### src/rtl/sd_phy_delay_tuner.sv
// sd_phy_delay_tuner
// Calibrates the PHY IODELAY tap. It resets the delay line, then sweeps
// every tap from 0 to MAX_TAP and asks the upper-layer tester for a verdict
// at each one. While sweeping it tracks the longest contiguous passing
// window. Afterwards it rewinds the delay line and steps it forward to the
// window centre.
module sd_phy_delay_tuner #(
    parameter int TAP_BITS       = 8,
    parameter int MAX_TAP        = 255,
    parameter int SETTLE_CYCLES  = 16,
    parameter int TIMEOUT_CYCLES = 1023
) (
    input  logic                clk,
    input  logic                rst,
    input  logic                i_locked,
    input  logic                i_start,
    output logic                o_busy,
    output logic                o_done,
    output logic                o_fail,
    output logic [TAP_BITS-1:0] o_tap,
    output logic [TAP_BITS:0]   o_best_len,
    output logic                o_cfg_rst,
    output logic                o_cfg_en,
    output logic                o_cfg_inc,
    output logic                o_test_req,
    input  logic                i_test_done,
    input  logic                i_test_pass
);

    localparam int SETTLE_W  = $clog2(SETTLE_CYCLES + 1);
    localparam int TIMEOUT_W = $clog2(TIMEOUT_CYCLES + 1);
    localparam logic [SETTLE_W-1:0]  SETTLE_LOAD  = SETTLE_W'(SETTLE_CYCLES - 1);
    localparam logic [TIMEOUT_W-1:0] TIMEOUT_LAST = TIMEOUT_W'(TIMEOUT_CYCLES - 1);
    localparam logic [TAP_BITS-1:0]  LAST_TAP     = TAP_BITS'(MAX_TAP);

    // ABORT issues the cleanup delay reset after lock loss, before DONE
    typedef enum logic [3:0] {
        IDLE, DLY_RST, SETTLE, TEST, WAIT, STEP, EVAL,
        RW_RST, RW_SETTLE, RW_STEP, DONE, ABORT
    } state_t;

    state_t                state;
    state_t                state_next;
    logic [TAP_BITS-1:0]   cur_tap;
    logic [TAP_BITS-1:0]   run_start;
    logic [TAP_BITS-1:0]   best_start;
    logic [TAP_BITS:0]     run_len;
    logic [TAP_BITS:0]     run_len_inc;
    logic [TAP_BITS:0]     best_len;
    logic [TAP_BITS-1:0]   target;
    logic [SETTLE_W-1:0]   settle_cnt;
    logic [TIMEOUT_W-1:0]  timeout_cnt;
    logic                  pass_q;
    logic                  start_ok;
    logic                  busy_state;
    logic                  lock_lost;
    logic                  settle_last;
    logic                  timeout_last;
    logic                  finish_ok;
    logic                  finish_abort;

    assign start_ok     = i_start & i_locked;
    assign busy_state   = (state != IDLE) && (state != DONE);
    assign lock_lost    = busy_state && !i_locked && (state != ABORT);
    assign settle_last  = (settle_cnt == '0);
    assign timeout_last = (timeout_cnt == TIMEOUT_LAST);
    assign run_len_inc  = run_len + 1'b1;
    assign o_busy       = busy_state;
    assign o_cfg_inc    = o_cfg_en;

    // The window centre is rounded down. With no passing tap it falls back to tap 0.
    assign target = (best_len == '0) ? '0
                  : TAP_BITS'({1'b0, best_start} + ((best_len - 1'b1) >> 1));

    // Lock loss during a reset pulse finishes directly; this keeps the pulse one cycle wide.
    assign finish_abort = (state == ABORT)
                       || (lock_lost && (state == DLY_RST || state == RW_RST));
    assign finish_ok    = (state == RW_SETTLE) && (state_next == DONE);

    // State register
    always_ff @(posedge clk) begin
        if (rst) begin
            state <= IDLE;
        end else begin
            state <= state_next;
        end
    end

    // Next-state selection and the one-cycle PHY and tester strobes
    always_comb begin
        state_next = state;
        o_cfg_rst  = 1'b0;
        o_cfg_en   = 1'b0;
        o_test_req = 1'b0;
        case (state)
            IDLE: begin
                if (start_ok) state_next = DLY_RST;
            end
            DONE: begin
                state_next = start_ok ? DLY_RST : IDLE;
            end
            DLY_RST: begin
                o_cfg_rst  = 1'b1;
                state_next = SETTLE;
            end
            SETTLE: begin
                if (settle_last) state_next = TEST;
            end
            TEST: begin
                o_test_req = 1'b1;
                state_next = WAIT;
            end
            WAIT: begin
                if (i_test_done || timeout_last) state_next = EVAL;
            end
            EVAL: begin
                state_next = (cur_tap == LAST_TAP) ? RW_RST : STEP;
            end
            STEP: begin
                o_cfg_en   = 1'b1;
                state_next = SETTLE;
            end
            RW_RST: begin
                o_cfg_rst  = 1'b1;
                state_next = RW_SETTLE;
            end
            RW_SETTLE: begin
                if (settle_last) state_next = (cur_tap == target) ? DONE : RW_STEP;
            end
            RW_STEP: begin
                o_cfg_en   = 1'b1;
                state_next = RW_SETTLE;
            end
            ABORT: begin
                o_cfg_rst  = 1'b1;
                state_next = DONE;
            end
            default: begin
                state_next = IDLE;
            end
        endcase
        if (lock_lost) begin
            state_next = (state == DLY_RST || state == RW_RST) ? DONE : ABORT;
        end
    end

    // Tap position, window trackers, settle and timeout counters, and results
    always_ff @(posedge clk) begin
        if (rst) begin
            cur_tap     <= '0;
            run_start   <= '0;
            run_len     <= '0;
            best_start  <= '0;
            best_len    <= '0;
            settle_cnt  <= '0;
            timeout_cnt <= '0;
            pass_q      <= 1'b0;
            o_done      <= 1'b0;
            o_fail      <= 1'b0;
            o_tap       <= '0;
            o_best_len  <= '0;
        end else begin
            case (state)
                IDLE, DONE: begin
                    if (start_ok) begin
                        o_done     <= 1'b0;
                        o_fail     <= 1'b0;
                        cur_tap    <= '0;
                        run_start  <= '0;
                        run_len    <= '0;
                        best_start <= '0;
                        best_len   <= '0;
                    end
                end
                DLY_RST: begin
                    settle_cnt <= SETTLE_LOAD;
                end
                SETTLE, RW_SETTLE: begin
                    if (!settle_last) settle_cnt <= settle_cnt - 1'b1;
                end
                TEST: begin
                    timeout_cnt <= '0;
                end
                WAIT: begin
                    if (i_test_done) begin
                        pass_q <= i_test_pass;
                    end else if (timeout_last) begin
                        pass_q <= 1'b0;
                    end else begin
                        timeout_cnt <= timeout_cnt + 1'b1;
                    end
                end
                EVAL: begin
                    if (pass_q) begin
                        if (run_len == '0) run_start <= cur_tap;
                        run_len <= run_len_inc;
                        if (run_len_inc > best_len) begin
                            best_len   <= run_len_inc;
                            best_start <= (run_len == '0) ? cur_tap : run_start;
                        end
                    end else begin
                        run_len <= '0;
                    end
                end
                STEP, RW_STEP: begin
                    cur_tap    <= cur_tap + 1'b1;
                    settle_cnt <= SETTLE_LOAD;
                end
                RW_RST: begin
                    cur_tap    <= '0;
                    settle_cnt <= SETTLE_LOAD;
                end
                default: begin
                end
            endcase
            if (finish_abort) begin
                o_done     <= 1'b1;
                o_fail     <= 1'b1;
                o_tap      <= '0;
                o_best_len <= '0;
            end else if (finish_ok) begin
                o_done     <= 1'b1;
                o_fail     <= (best_len == '0);
                o_tap      <= target;
                o_best_len <= best_len;
            end
        end
    end

endmodule

### config.mk
export PLATFORM = sky130hd
export DESIGN_NAME = sd_phy_delay_tuner
export DESIGN_NICKNAME = d
export VERILOG_FILES = /design/src/rtl/sd_phy_delay_tuner.sv
export SDC_FILE = /design/constraint.sdc
export NUM_CORES = 1
export LEC_CHECK = 0
export ABC_AREA = 1
export CAP_MARGIN = 20
export CORE_MARGIN = 3
export CORE_UTILIZATION = 55
export CTS_CLUSTER_SIZE = 25
export DETAILED_ROUTE_END_ITERATION = 12
export GPL_TIMING_DRIVEN = 0
export HOLD_SLACK_MARGIN = 0.02
export PLACE_DENSITY_LB_ADDON = 0.08
export SYNTH_ARGS = -nofsm -noshare
export SYNTH_HDL_FRONTEND = slang
export SYNTH_SLANG_ARGS = --single-unit
### constraint.sdc
create_clock -name clk -period 3.8 [get_ports clk]
set_input_delay 0.57 -clock clk [delete_from_list [all_inputs] [get_ports clk]]
set_output_delay 0.57 -clock clk [all_outputs]
set_load 0.005 [all_outputs]
Word-level counts from Yosys, hierarchy flattened
Cells that the tools add are included.
Word-level totals
  flip-flop bits (word level): 81
  bits of input ports: 6
  output and inout port bits: 24
Operators by class
  $add $sub $neg: 6
  magnitude comparators: 1
  equal/unequal tests: 23
  muxes and demuxes: 41
  bitwise gates (word level): 1
  reduce and logical (&&, ||, !) cells: 37
Operator list (count)
  two-way mux 8 bit: 6
  case mux 4 bit (10 select lines): 1
  two-way mux 9 bit: 4
  case mux 9 bit (2 select lines): 2
  case mux 8 bit (2 select lines): 2
  case mux 8 bit (3 select lines): 1
  equality test 4 bit (second input constant): 5
  two-way mux 10 bit: 2
  two-way mux 4 bit: 5
  case mux 10 bit (2 select lines): 1
  logical NOT 9 bit: 2
  equality test 4 x 3 -> 1 bit (second input constant): 4
  two-way mux 1 bit: 13
  != test 2 bit (second input constant): 6
  OR reduction 2 bit: 6
  adder 10 x 1 -> 10 bit (second input constant): 1
  equality test 10 bit (second input constant): 1
  case mux 5 bit (2 select lines): 1
  AND reduction 2 bit: 5
  adder 9 x 1 -> 9 bit (second input constant): 1
  > comparator 9 bit: 1
  nonzero test 3 bit: 3
  subtractor 9 x 1 -> 9 bit (second input constant): 1
  adder 8 x 1 -> 8 bit (second input constant): 1
  21 further kinds: 34

Logic depth before layout (Yosys ltp)
Gate-level depths: netlist (run 1).
  depth after elaboration: 12
  depth in mapped cells: 27

Least setup slack after synthesis (run 1)
No wires, ideal clock.
  kind: register to register
  start point: reg best_len[0]
  end point: reg o_best_len[6]
  library setup time: 118 ps
  arrival time: 2717 ps
  required time: 3682 ps
  slack: 966 ps
  cell stages (with the launch flop): 21
  path buffers: 1
  clock period less this slack: 2834 ps
  cell sequence: dfxtp_1 inv_1 ha_1 inv_1 ha_1 fa_1 xor2_1 nand2_1 nand2_1 nand2_1 a21oi_1 nand2_1 nor2_2 nand3_2 nand2_2 nand3_2 nand2_4 nand3_4 buf_6 o21ai_1 a21oi_2
Between the ends
  cells in the longest elaborated chain, start to end: 10
  elaborated cells between the ends (all ways): 11
  those cells by class: add/sub: 2; eq/ne: 2; mux: 5; reduce/logical: 2
RTL lines
  start: declaration: line 49  | logic [TAP_BITS:0] best_len;
  start signal: assignment: line 198  | best_len <= run_len_inc;
  subtractor 9 x 1 -> 9 bit: line 73  | : TAP_BITS'({1'b0, best_start} + ((best_len - 1'b1) >> 1));
  adder 8 bit: line 73
  two-way mux 8 bit *: line 72  | assign target = (best_len == '0) ? '0
  equality test 8 bit *: line 128  | if (settle_last) state_next = (cur_tap == target) ? DONE : RW_STEP;
  two-way mux 2 bit *: line 128
  two-way mux 4 bit *: line 128
  case mux 4 bit (10 select lines) *: line 95  | case (state)
  two-way mux 4 bit *: line 142  | if (lock_lost) begin
  equality test 4 bit *: line 78  | assign finish_ok = (state == RW_SETTLE) && (state_next == DONE);
  logical AND 1 bit *: line 78
  end signal: assignment: line 225  | o_best_len <= best_len;
  end: declaration: line 21  | output logic [TAP_BITS:0] o_best_len,
Every way passes the cells marked *; elsewhere a longest branch is shown, timed or not.
A chain may end at the register's enable or synchronous reset.

Worst setup path in the final report (run 1)
  start point: reg best_len[0]
  end point: reg o_best_len[7]
The elaborated chain is that of the path after synthesis.

==> impl_results.md, run 1 <==
* P_leak at approximately 2.3 nW
* Vias at approximately 4500
* Top post-synthesis cells by area: dfxtp_1 (35%), nand2_1 (9.4%), inv_1 (8.7%)
* Crit path arrival time at approximately 3.6 ns
* Total track usage at 0.2305
* Vias in the first global route at a little over 4000
* Post-synth top flop: dfxtp_1
* First-pass detailed-route iteration total at 5
* Netlist Area Pre-Place at ~0.0047 mm2
* Register area at between 0.0015 and 0.002 mm2
* Critical path type: register to register
* Yosys warns at 0
* Antenna violations before repair at 0
* Place WS at just under 0.5 ns
* Clock sink count at between 80 and 90
* Max-cap viol count at 0
* Hold Path Cell Cnt at 2
* Synth top area share at 0.3457
* Avg Cell Area, Syn at just under 7 um2
* Fill count at a little over 800
* Startpoint types: register
* TritonCTS clock tree: done
* Most common cell after layout, fill and taps aside: nand2_1
* Synth unique cells at 40
* Die Wd at about 100 um
* Internal Pwr Total at 2.071 mW
* Post-route ant nets at 0
* Reg clk slew, reported paths at 0.08 ns
* # rows at 33
* Gate Count Post-Synth at 690
* Fmax achieved at approximately 300 MHz
* Worst-Skew Late Latency at roughly 0.35 ns
* Worst IR Drop VDD at 0.3172 mV
* # diodes at 0
* First-pass GRT wire length at approximately 19000 um
* Worst Setup SP: best_len[0]
* Die Height at between 90 and 100 um
* Clock root cell: clkbuf_8
* Synth area leader: dfxtp_1
* Minimum clock period at approximately 3.4 ns
* Crit-path slowest cell: fa_1
* Crit path top cell by count: nand2_1
* Fin Setup TNS at 0 ns
* Endpoints failing hold at 0
* Syn_nets at 722
* Slew HR at 0.5224
* EDFF count, synth at 0
* DR iter-0 viols at about 200
* WHS Endpoint: o_best_len[4]
* Pin count of the biggest net entering global routing at 13
* Setup ws final at between 0.4 and 0.5 ns
* Crit-path max FO at 10
* Post-layout net count at roughly 760
* IO Pins at 30
* Synth-to-Final Area Change at 12.86%
* Final period utilization at 0.8936
* Hold-fix buffers, CTS at 0
* Most frequent cells in the layout: nand2_1 (117), inv_1 (109), nor2_1 (85)
* Area of combinational cells with multiple inputs at about 0.0025 mm2
* Residual DRC at 0
* Starting density of the core at 0.5680
* Post_cts resized at 0
* R2r setup slk at around 0.4 ns
* Part of the power in the clock network at 0.157
* Pwr/cell area at around 710 mW/mm2
* Synthesized flop and latch total at 81
* Sequential power share at 0.292
* Fin util at 0.6411
* Global route overflow at 0
* Combinational power share at 0.551
* DP Wirelength at about 8600 um
* Num CTS Buffers at 9
* FFs w/ async S/R, synth at 0
* Switching pwr at approximately 1.7 mW
* Clock Skew at roughly 0.015 ns
* Htree depth at 3
* Reg2Reg Depth at 20
* Final Wtd Congestion at slightly below 0.9
* Post-CTS setup buffer count at 0
* RSZ-0062 raised after global routing: no
* Cell Chain, Critical Path: inv_1, ha_1, inv_1, ha_1, fa_1, xor2_1, nand2_1, nand2_1, nand2_1, a21oi_1, nand2_1, nor2_2, nand3_2, nand2_2, nand3_2, nand2_4, nand3_4, buf_6, o21ai_1, a21oi_2
* Crit end category: register
* DRT Wirelength at roughly 11000 um
* Status: complete, no violations
* Slowest stage delay, CP at roughly 0.43 ns
* Core area at just over 0.008 mm2
* Via-to-Cell Ratio at 5.309
* Required time worst endpoint at approximately 4.1 ns
* Count of input and output buffers at 29
* Die area at just under 0.01 mm2
* Share of layout cells above drive strength 1 at 0.07629
* Worst r2r dst: o_best_len[7]
* WL/cell at ~13 um
* Switching Share at 0.4519
* Worst r2r src: best_len[0]
* Max-slew violation count at 0
* Slew @ Worst Pin at 0.7137 ns
* Sequential area share after synthesis at 0.3457
* Hold Crit Class: register to register
* Min-delay src: o_best_len[4]
* # setup viols final at 0
* CTS max path bufs at 2
-- worst max-delay path: cells and delay by family (launching register included) --
kind,cells,cell delay (ns)
simple gates,10,1.01
flops,1,0.42
compound gates,3,0.29
fa+ha+maj,3,0.91
buf+inv,3,0.35
xor+xnor,1,0.30
-- routing by layer --
metal,wire [um],vias to the layer above,GRT usage,part of all wire
met5,0,-,0,0
met4,151,0,0.07038,0.014
met3,392,15,0.03500,0.036
met2,5165,100,0.4030,0.47
met1,5176,2027,0.2922,0.48
li1,-,2312,-,-
-- registers in the layout, indices dropped and copies added (netlist names), 4 cells and up --
signal / count
best_len: 9
best_start: 8
cur_tap: 8
o_best_len: 9
o_tap: 8
run_len: 9
run_start: 8
settle_cnt: 5
state: 4
timeout_cnt: 10
-- metrics by stage --
step	hold slack (ns)	instance area [um2]	instances	power (mW)
2_1_floorplan	0.4220	4691	690	2.658
3_3_place_gp	0.4313	5112	824	3.126
3_5_place_dp	0.4357	5112	824	3.180
4_1_cts	0.4483	5294	839	3.790
5_1_grt	0.4654	5294	839	4.126
6_report	0.4431	5294	839	3.779
-- final cells by class --
cell class / count / share of cell area
Buffer: 17 / 0.01891
Timing Repair Buffer: 29 / 0.05483
Multi-Input combinational cell: 472 / 0.4758
Sequential cell: 81 / 0.3063
Tap cell: 105 / 0.02482
Inverter: 120 / 0.08509
Clock inverter: 2 / 0.002364
Clock buffer: 13 / 0.03191
-- cell families after synthesis --
family / count (synthesis) / share of synthesized area
flip-flops: 81 / 0.3457
AND/OR/NAND/NOR: 279 / 0.2673
XOR/XNOR: 13 / 0.02427
buffers and inverters: 137 / 0.1174
AO/OA/AOI/OAI: 154 / 0.1744
adder cells (fa/ha/maj): 26 / 0.07095
-- power groups by stage --
| stage | sequential, mW | combinational (mW) | clock, mW |
|---|---|---|---|
| final | 1.11 | 2.08 | 0.593 |
| after floorplan | 1.10 | 1.55 | 0 |
| after detailed placement | 1.12 | 2.06 | 0 |
| after global placement | 1.12 | 2.01 | 0 |
| after global routing | 1.13 | 2.36 | 0.635 |
| after CTS | 1.10 | 2.08 | 0.606 |
-- cell usage after synthesis (all sizes together), types with 2 or more instances --
library cell    n
a211oi          2
a21oi          77
a31oi           4
and3            2
buf             7
clkbuf         10
dfxtp          81
ha             25
inv           120
nand2         122
nand3          35
nand3b          2
nand4          13
nor2           90
nor3           11
nor4            2
o21ai          66
xnor2           2
xor2           11
-- how the worst max path moves through the flow --
stage,endpoint,cells after the start
3_5_place_dp,o_best_len[7],21
4_1_cts,o_best_len[7],20
5_1_grt,o_best_len[7],23
2_1_floorplan,o_best_len[6],20
3_3_place_gp,o_best_len[6],20
6_report,o_best_len[7],20
Power figures use the tool's default switching activity.
==> run 2: changes to the inputs <==
--- a/config.mk
+++ b/config.mk
@@ -9,6 +9,7 @@
 export CAP_MARGIN = 20
 export CORE_MARGIN = 3
 export CORE_UTILIZATION = 55
+export CTS_BUF_LIST = sky130_fd_sc_hd__clkbuf_8
 export CTS_CLUSTER_SIZE = 25
 export DETAILED_ROUTE_END_ITERATION = 12
 export GPL_TIMING_DRIVEN = 0
==> run 2 against run 1 <==
Net effect:
- via count hardly changed
- highest routed layer unchanged
- final cell count did not move
- clock power down 0.7%
- sequential power about the same
==> impl_results.md, run 2 (same netlist as run 1, synthesis figures left out) <==
* Status: complete, no violations (unchanged)
* Crit path arrival time at 3.64 ns (about the same)
* Worst-Skew Late Latency at 0.35 ns (about the same)
* Hold Crit Class: register to register (unchanged)
* Final Wtd Congestion at 0.8813 (unchanged)
* IO Pins at 30 (unchanged)
* First-pass GRT wire length at 18530 um (unchanged)
* Pwr/cell area at 713.0 mW/mm2 (was 713.8 mW/mm2)
* Post_cts resized at 0 (unchanged)
* Residual DRC at 0 (unchanged)
* Slowest stage delay, CP at 0.43 ns (about the same)
* Post-CTS setup buffer count at 0 (unchanged)
* Crit path max-delay family: simple AND/OR/NAND/NOR gates (unchanged)
* # diodes at 0 (unchanged)
* Hold-fix buffers, CTS at 0 (unchanged)
* Global route overflow at 0 (unchanged)
* WL/cell at 12.97 um (unchanged)
* Max-slew violation count at 0 (unchanged)
* Clock root cell: clkbuf_8 (unchanged)
* Met3 WL post-DR at 392 um (unchanged)
* Core area at 0.008258 mm2 (unchanged)
* DR iter-0 viols at 198 (was 197)
* Clock Skew at 0.01473 ns (unchanged)
* Fmax achieved at 294.5 MHz (unchanged)
* Share of layout cells above drive strength 1 at 0.07629 (unchanged)
* Die area at 0.009673 mm2 (unchanged)
* Crit end category: register (unchanged)
* Count of input and output buffers at 29 (unchanged)
* Most frequent cells in the layout: nand2_1 (117), inv_1 (110), nor2_1 (85) (was nand2_1 (117), inv_1 (109), nor2_1 (85))
* # setup viols final at 0 (unchanged)
* CTS max path bufs at 2 (unchanged)
* Critical path type: register to register (unchanged)
* Largest Register: timeout_cnt (unchanged)
* Final period utilization at 0.8936 (unchanged)
* Pwr Total at 3.775 mW (was 3.779 mW)
* Clock sink count at 81 (unchanged)
* Die Height at 98.35 um (unchanged)
* Crit-path max FO at 10 (unchanged)
* Pin count of the biggest net entering global routing at 13 (unchanged)
* Met1 WL at 5173 um (was 5176 um)
* Crit path top cell by count: nand2_1 (unchanged)
* Num CTS Buffers at 9 (unchanged)
* Max-cap viol count at 0 (unchanged)
* Synth-to-Final Area Change at 12.86% (unchanged)
* Startpoint types: register (unchanged)
* Slew @ Worst Pin at 0.7137 ns (unchanged)
* Die Wd at 98.35 um (unchanged)
* P_leak at 2.316 nW (was 2.312 nW)
* Post-route ant nets at 0 (unchanged)
* Endpoints failing hold at 0 (unchanged)
* Cell Chain, Critical Path: inv_1, ha_1, inv_1, ha_1, fa_1, xor2_1, nand2_1, nand2_1, nand2_1, a21oi_1, nand2_1, nor2_2, nand3_2, nand2_2, nand3_2, nand2_4, nand3_4, buf_6, o21ai_1, a21oi_2 (unchanged)
* Htree depth at 3 (unchanged)
* Fin util at 0.6411 (unchanged)
* First-pass detailed-route iteration total at 5 (unchanged)
* Met2 wire length at 5168 um (was 5165 um)
* Fin Setup TNS at 0 ns (unchanged)
* Vias in the first global route at 4126 (unchanged)
* DP Wirelength at 8588 um (unchanged)
* Minimum clock period at 3.396 ns (unchanged)
* Highest metal used: met4 (unchanged)
* Via-to-Cell Ratio at 5.310 (was 5.309)
* RSZ-0062 raised after global routing: no (unchanged)
* Critical path buffers and inverters at 3 (unchanged)
* Antenna violations before repair at 0 (unchanged)
* R2r setup slk at 0.40 ns (about the same)
* Crit-path slowest cell: fa_1 (unchanged)
* Reg clk slew, reported paths at 0.08 ns (about the same)
* Vias at 4455 (was 4454)
* Max FFs per register at 10 (unchanged)
* Required time worst endpoint at 4.05 ns (about the same)
* Most common cell after layout, fill and taps aside: nand2_1 (unchanged)
* Starting density of the core at 0.5680 (unchanged)
* TritonCTS clock tree: done (unchanged)
* # rows at 33 (unchanged)
* Worst IR Drop VDD at 0.3172 mV (about the same)
* Total track usage at 0.2305 (unchanged)
* Slew HR at 0.5224 (unchanged)
* DRT Wirelength at 10890 um (unchanged)
* Post-layout net count at 762 (unchanged)
-- run 2: changes by cell type in the layout (fill, tap and decap cells not counted), sizes merged --
cell / previous run / this run
clkbuf: 23 / 22
inv: 120 / 121
-- run 2: path summary, 6_finish.rpt --
| path | from | cells past startpoint | end |
|---|---|---|---|
| min | o_best_len[4] | 2 | o_best_len[4] |
| max reg2reg | best_len[0] | 20 | o_best_len[7] |
| min reg2reg | o_best_len[4] | 2 | o_best_len[4] |
| max | best_len[0] | 20 | o_best_len[7] |
-- run 2: metrics by stage --
step / cell area (um2) / hold slack, ns / setup slack (ns) / std cells
final: 5294 / 0.4431 / 0.4044 / 839
after global routing: 5294 / 0.4654 / 0.1376 / 839
after CTS: 5294 / 0.4483 / 0.4311 / 839
after detailed placement: 5112 / 0.4357 / 0.4867 / 824
after global placement: 5112 / 0.4313 / 0.5291 / 824
after floorplan: 4691 / 0.4220 / 0.9657 / 690
-- run 2: final cells by class --
type	instances	area, um2
timing repair buffer	29	290.3
clock inverter	3	16.27
clock buffer	12	165.2
multi-input combinational	472	2519
buffer	17	100.1
fill	809	2964
inverter	120	450.4
sequential	81	1622
tap	105	131.4
-- run 2: worst register-to-register path, stage by stage, from the launching register on --
cell     delay, ns
dfxtp_1       0.42
inv_1         0.12
ha_1          0.29
inv_1         0.04
ha_1          0.20
fa_1          0.43
xor2_1        0.30
nand2_1       0.15
nand2_1       0.08
nand2_1       0.04
a21oi_1       0.10
nand2_1       0.07
nor2_2        0.09
nand3_2       0.13
nand2_2       0.10
nand3_2       0.08
nand2_4       0.12
nand3_4       0.15
buf_6         0.20
o21ai_1       0.15
a21oi_2       0.04
-- run 2: where the power goes --
group / internal [mW] / switching [mW]
sequential: 1.00 / 0.104
combinational: 0.783 / 1.30
clock: 0.284 / 0.305
total: 2.07 / 1.71
-- run 2: routing by layer --
metal | up-vias | global-route usage
met5 | - | 0
li1 | 2312 | -
met3 | 15 | 0.03500
met2 | 100 | 0.4030
met1 | 2028 | 0.2922
met4 | 0 | 0.07038
==> run 3: changes to the inputs <==
--- a/config.mk
+++ b/config.mk
@@ -8,9 +8,9 @@
 export ABC_AREA = 1
 export CAP_MARGIN = 20
 export CORE_MARGIN = 3
-export CORE_UTILIZATION = 55
+export CORE_UTILIZATION = 50
 export CTS_BUF_LIST = sky130_fd_sc_hd__clkbuf_8
-export CTS_CLUSTER_SIZE = 25
+export CTS_CLUSTER_SIZE = 8
 export DETAILED_ROUTE_END_ITERATION = 12
 export GPL_TIMING_DRIVEN = 0
 export HOLD_SLACK_MARGIN = 0.02
==> run 3 against run 2 <==
Net effect:
- core utilization shrank 4.3 points
- via count shrank 1.5%
- die area grew 9.4%
- worst hold slack gained 0.0013 ns
- first-iteration DRC count shrank 3.5%
- power grew 2.6%
- critical endpoint is now o_best_len[6]
- highest routed layer unchanged
- count of clock-buffer cells in the layout shrank 1
- global-route usage shrank 1.5 points
- combinational power is essentially flat
- clock power grew 20%
- non-clock buffer count is the same
- sequential power is essentially flat
- largest cell class unchanged
==> impl_results.md, run 3 (same netlist as run 1, synthesis figures left out) <==
* Fmax achieved at 295.6 MHz (was 294.5 MHz)
* Most frequent cells in the layout: nand2_1 (117), inv_1 (112), nor2_1 (85) (was nand2_1 (117), inv_1 (110), nor2_1 (85))
* Met1 WL at 5223 um (was 5173 um)
* Combinational power share at 0.534 (was 0.551)
* IO Pins at 30 (unchanged)
* Fill count at 849 (was 809)
* Via-to-Cell Ratio at 5.204 (was 5.310)
* Post-layout net count at 762 (unchanged)
* Endpoints failing hold at 0 (unchanged)
* Max FFs per register at 10 (unchanged)
* Residual DRC at 0 (unchanged)
* Largest Register: timeout_cnt (unchanged)
* Count of input and output buffers at 29 (unchanged)
* # setup viols final at 0 (unchanged)
* Slew HR at 0.5510 (was 0.5224)
* Post-CTS setup buffer count at 0 (unchanged)
* Highest metal used: met4 (unchanged)
* DP Wirelength at 8592 um (was 8588 um)
* P_leak at 2.343 nW (was 2.316 nW)
* Status: complete, no violations (unchanged)
* Crit end category: register (unchanged)
* Core area at 0.008934 mm2 (was 0.008258 mm2)
* Reg clk slew, reported paths at 0.08 ns (about the same)
* Critical path type: register to register (unchanged)
* Crit path arrival time at 3.63 ns (was 3.64 ns)
* Pin count of the biggest net entering global routing at 13 (unchanged)
* Crit-path max FO at 10 (unchanged)
* Most common cell after layout, fill and taps aside: nand2_1 (unchanged)
* Htree depth at 3 (unchanged)
* Clock sink count at 81 (unchanged)
* Worst-Skew Late Latency at 0.35 ns (about the same)
* Final Wtd Congestion at 0.8921 (was 0.8813)
* Sequential power share at 0.284 (was 0.293)
* Pwr/cell area at 725.4 mW/mm2 (was 713.0 mW/mm2)
* DRT Wirelength at 10790 um (was 10890 um)
* Die Wd at 102.9 um (was 98.35 um)
* Part of the power in the clock network at 0.182 (was 0.156)
* WL/cell at 12.79 um (was 12.97 um)
* Global route overflow at 0 (unchanged)
* Hold Crit Class: register to register (unchanged)
* Fin Setup TNS at 0 ns (unchanged)
* Hold-fix buffers, CTS at 0 (unchanged)
* Synth-to-Final Area Change at 13.82% (was 12.86%)
* Share of layout cells above drive strength 1 at 0.07483 (was 0.07629)
* Internal Pwr Total at 2.181 mW (was 2.068 mW)
* RSZ-0062 raised after global routing: no (unchanged)
* Post_cts resized at 0 (unchanged)
* Die area at 0.01058 mm2 (was 0.009673 mm2)
* Worst IR Drop VDD at 0.3665 mV (was 0.3172 mV)
* Minimum clock period at 3.383 ns (was 3.396 ns)
* Max-slew violation count at 0 (unchanged)
* Met3 WL post-DR at 386 um (was 392 um)
* # diodes at 0 (unchanged)
* Starting density of the core at 0.5251 (was 0.5680)
* Vias at 4387 (was 4455)
* Post-route ant nets at 0 (unchanged)
* Total track usage at 0.2152 (was 0.2305)
* CTS max path bufs at 2 (unchanged)
* Met2 wire length at 5048 um (was 5168 um)
* Num CTS Buffers at 9 (unchanged)
* Clock Skew at 0.005813 ns (was 0.01473 ns)
* Die Height at 102.9 um (was 98.35 um)
* Clock root cell: clkbuf_8 (unchanged)
* Switching Share at 0.4368 (was 0.4521)
* First-pass detailed-route iteration total at 5 (unchanged)
* Vias in the first global route at 3889 (was 4126)
* Required time worst endpoint at 4.05 ns (about the same)
* First-pass GRT wire length at 18070 um (was 18530 um)
* Max-cap viol count at 0 (unchanged)
* Pwr Total at 3.873 mW (was 3.775 mW)
* Startpoint types: register (unchanged)
* Antenna violations before repair at 0 (unchanged)
* Switching pwr at 1.692 mW (was 1.706 mW)
* Slew @ Worst Pin at 0.6710 ns (was 0.7137 ns)
* DR iter-0 viols at 191 (was 198)
* TritonCTS clock tree: done (unchanged)
* Final period utilization at 0.8903 (was 0.8936)
* # rows at 34 (was 33)
[run 3: cell count changes in the layout (fill, tap and decap cells not counted)]
cell,previous run,this run
clkinvlp_4,1,0
inv_1,110,112
bufinv_16,0,2
clkbuf_8,12,11
clkinv_2,1,0
[run 3: power groups by stage]
stage	Sequential (mW)	Combinational, mW	Clock, mW
2_1_floorplan	1.10	1.55	0
3_3_place_gp	1.12	2.01	0
3_5_place_dp	1.12	2.06	0
4_1_cts	1.10	2.07	0.722
5_1_grt	1.12	2.36	0.767
6_report	1.10	2.07	0.704
[run 3: worst max-delay path, stage by stage, from the launching register on]
cell and delay (ns):
dfxtp_1 0.41, inv_1 0.12, ha_1 0.29, inv_1 0.05
ha_1 0.20, fa_1 0.43, xor2_1 0.28, nand2_1 0.13
nand2_1 0.07, nand2_1 0.04, a21oi_1 0.11, nand2_1 0.08
nor2_2 0.11, nand3_2 0.15, nand2_2 0.09, nand3_2 0.08
nand2_4 0.12, nand3_4 0.15, buf_6 0.19, o21ai_1 0.15
a21oi_2 0.04
[run 3: layer usage]
| layer | vias up | GRT usage |
|---|---|---|
| met5 | - | 0 |
| met4 | 0 | 0.06773 |
| met3 | 12 | 0.03924 |
| met2 | 95 | 0.3555 |
| met1 | 1971 | 0.2863 |
| li1 | 2309 | - |
[run 3: final timing paths]
check | from | to | slack [ns] | cells after the start
max | best_len[0] | o_best_len[6] | 0.42 | 20
min | o_best_len[4] | o_best_len[4] | 0.44 | 2
max reg2reg | best_len[0] | o_best_len[6] | 0.42 | 20
min reg2reg | o_best_len[4] | o_best_len[4] | 0.44 | 2
[run 3: per-stage QoR]
step	util	hold WS [ns]	setup slack (ns)	area, um2	instances
2_1_floorplan	-	0.4220	0.9657	4691	690
3_3_place_gp	0.5727	0.4311	0.5028	5116	827
3_5_place_dp	0.5727	0.4356	0.4200	5116	827
4_1_cts	0.5976	0.4474	0.4024	5339	843
5_1_grt	0.5976	0.4569	0.1254	5339	843
6_report	0.5976	0.4444	0.4169	5339	843
[run 3: area by class of cell]
type / count / area (um2) / share of cell area
clock buffer: 11 / 151.4 / 0.02836
multi-input combinational: 472 / 2519 / 0.4718
buffer: 17 / 100.1 / 0.01875
timing repair buffer: 29 / 290.3 / 0.05437
tap: 108 / 135.1 / 0.02531
clock inverter: 5 / 71.32 / 0.01336
inverter: 120 / 450.4 / 0.08437
sequential: 81 / 1622 / 0.3037
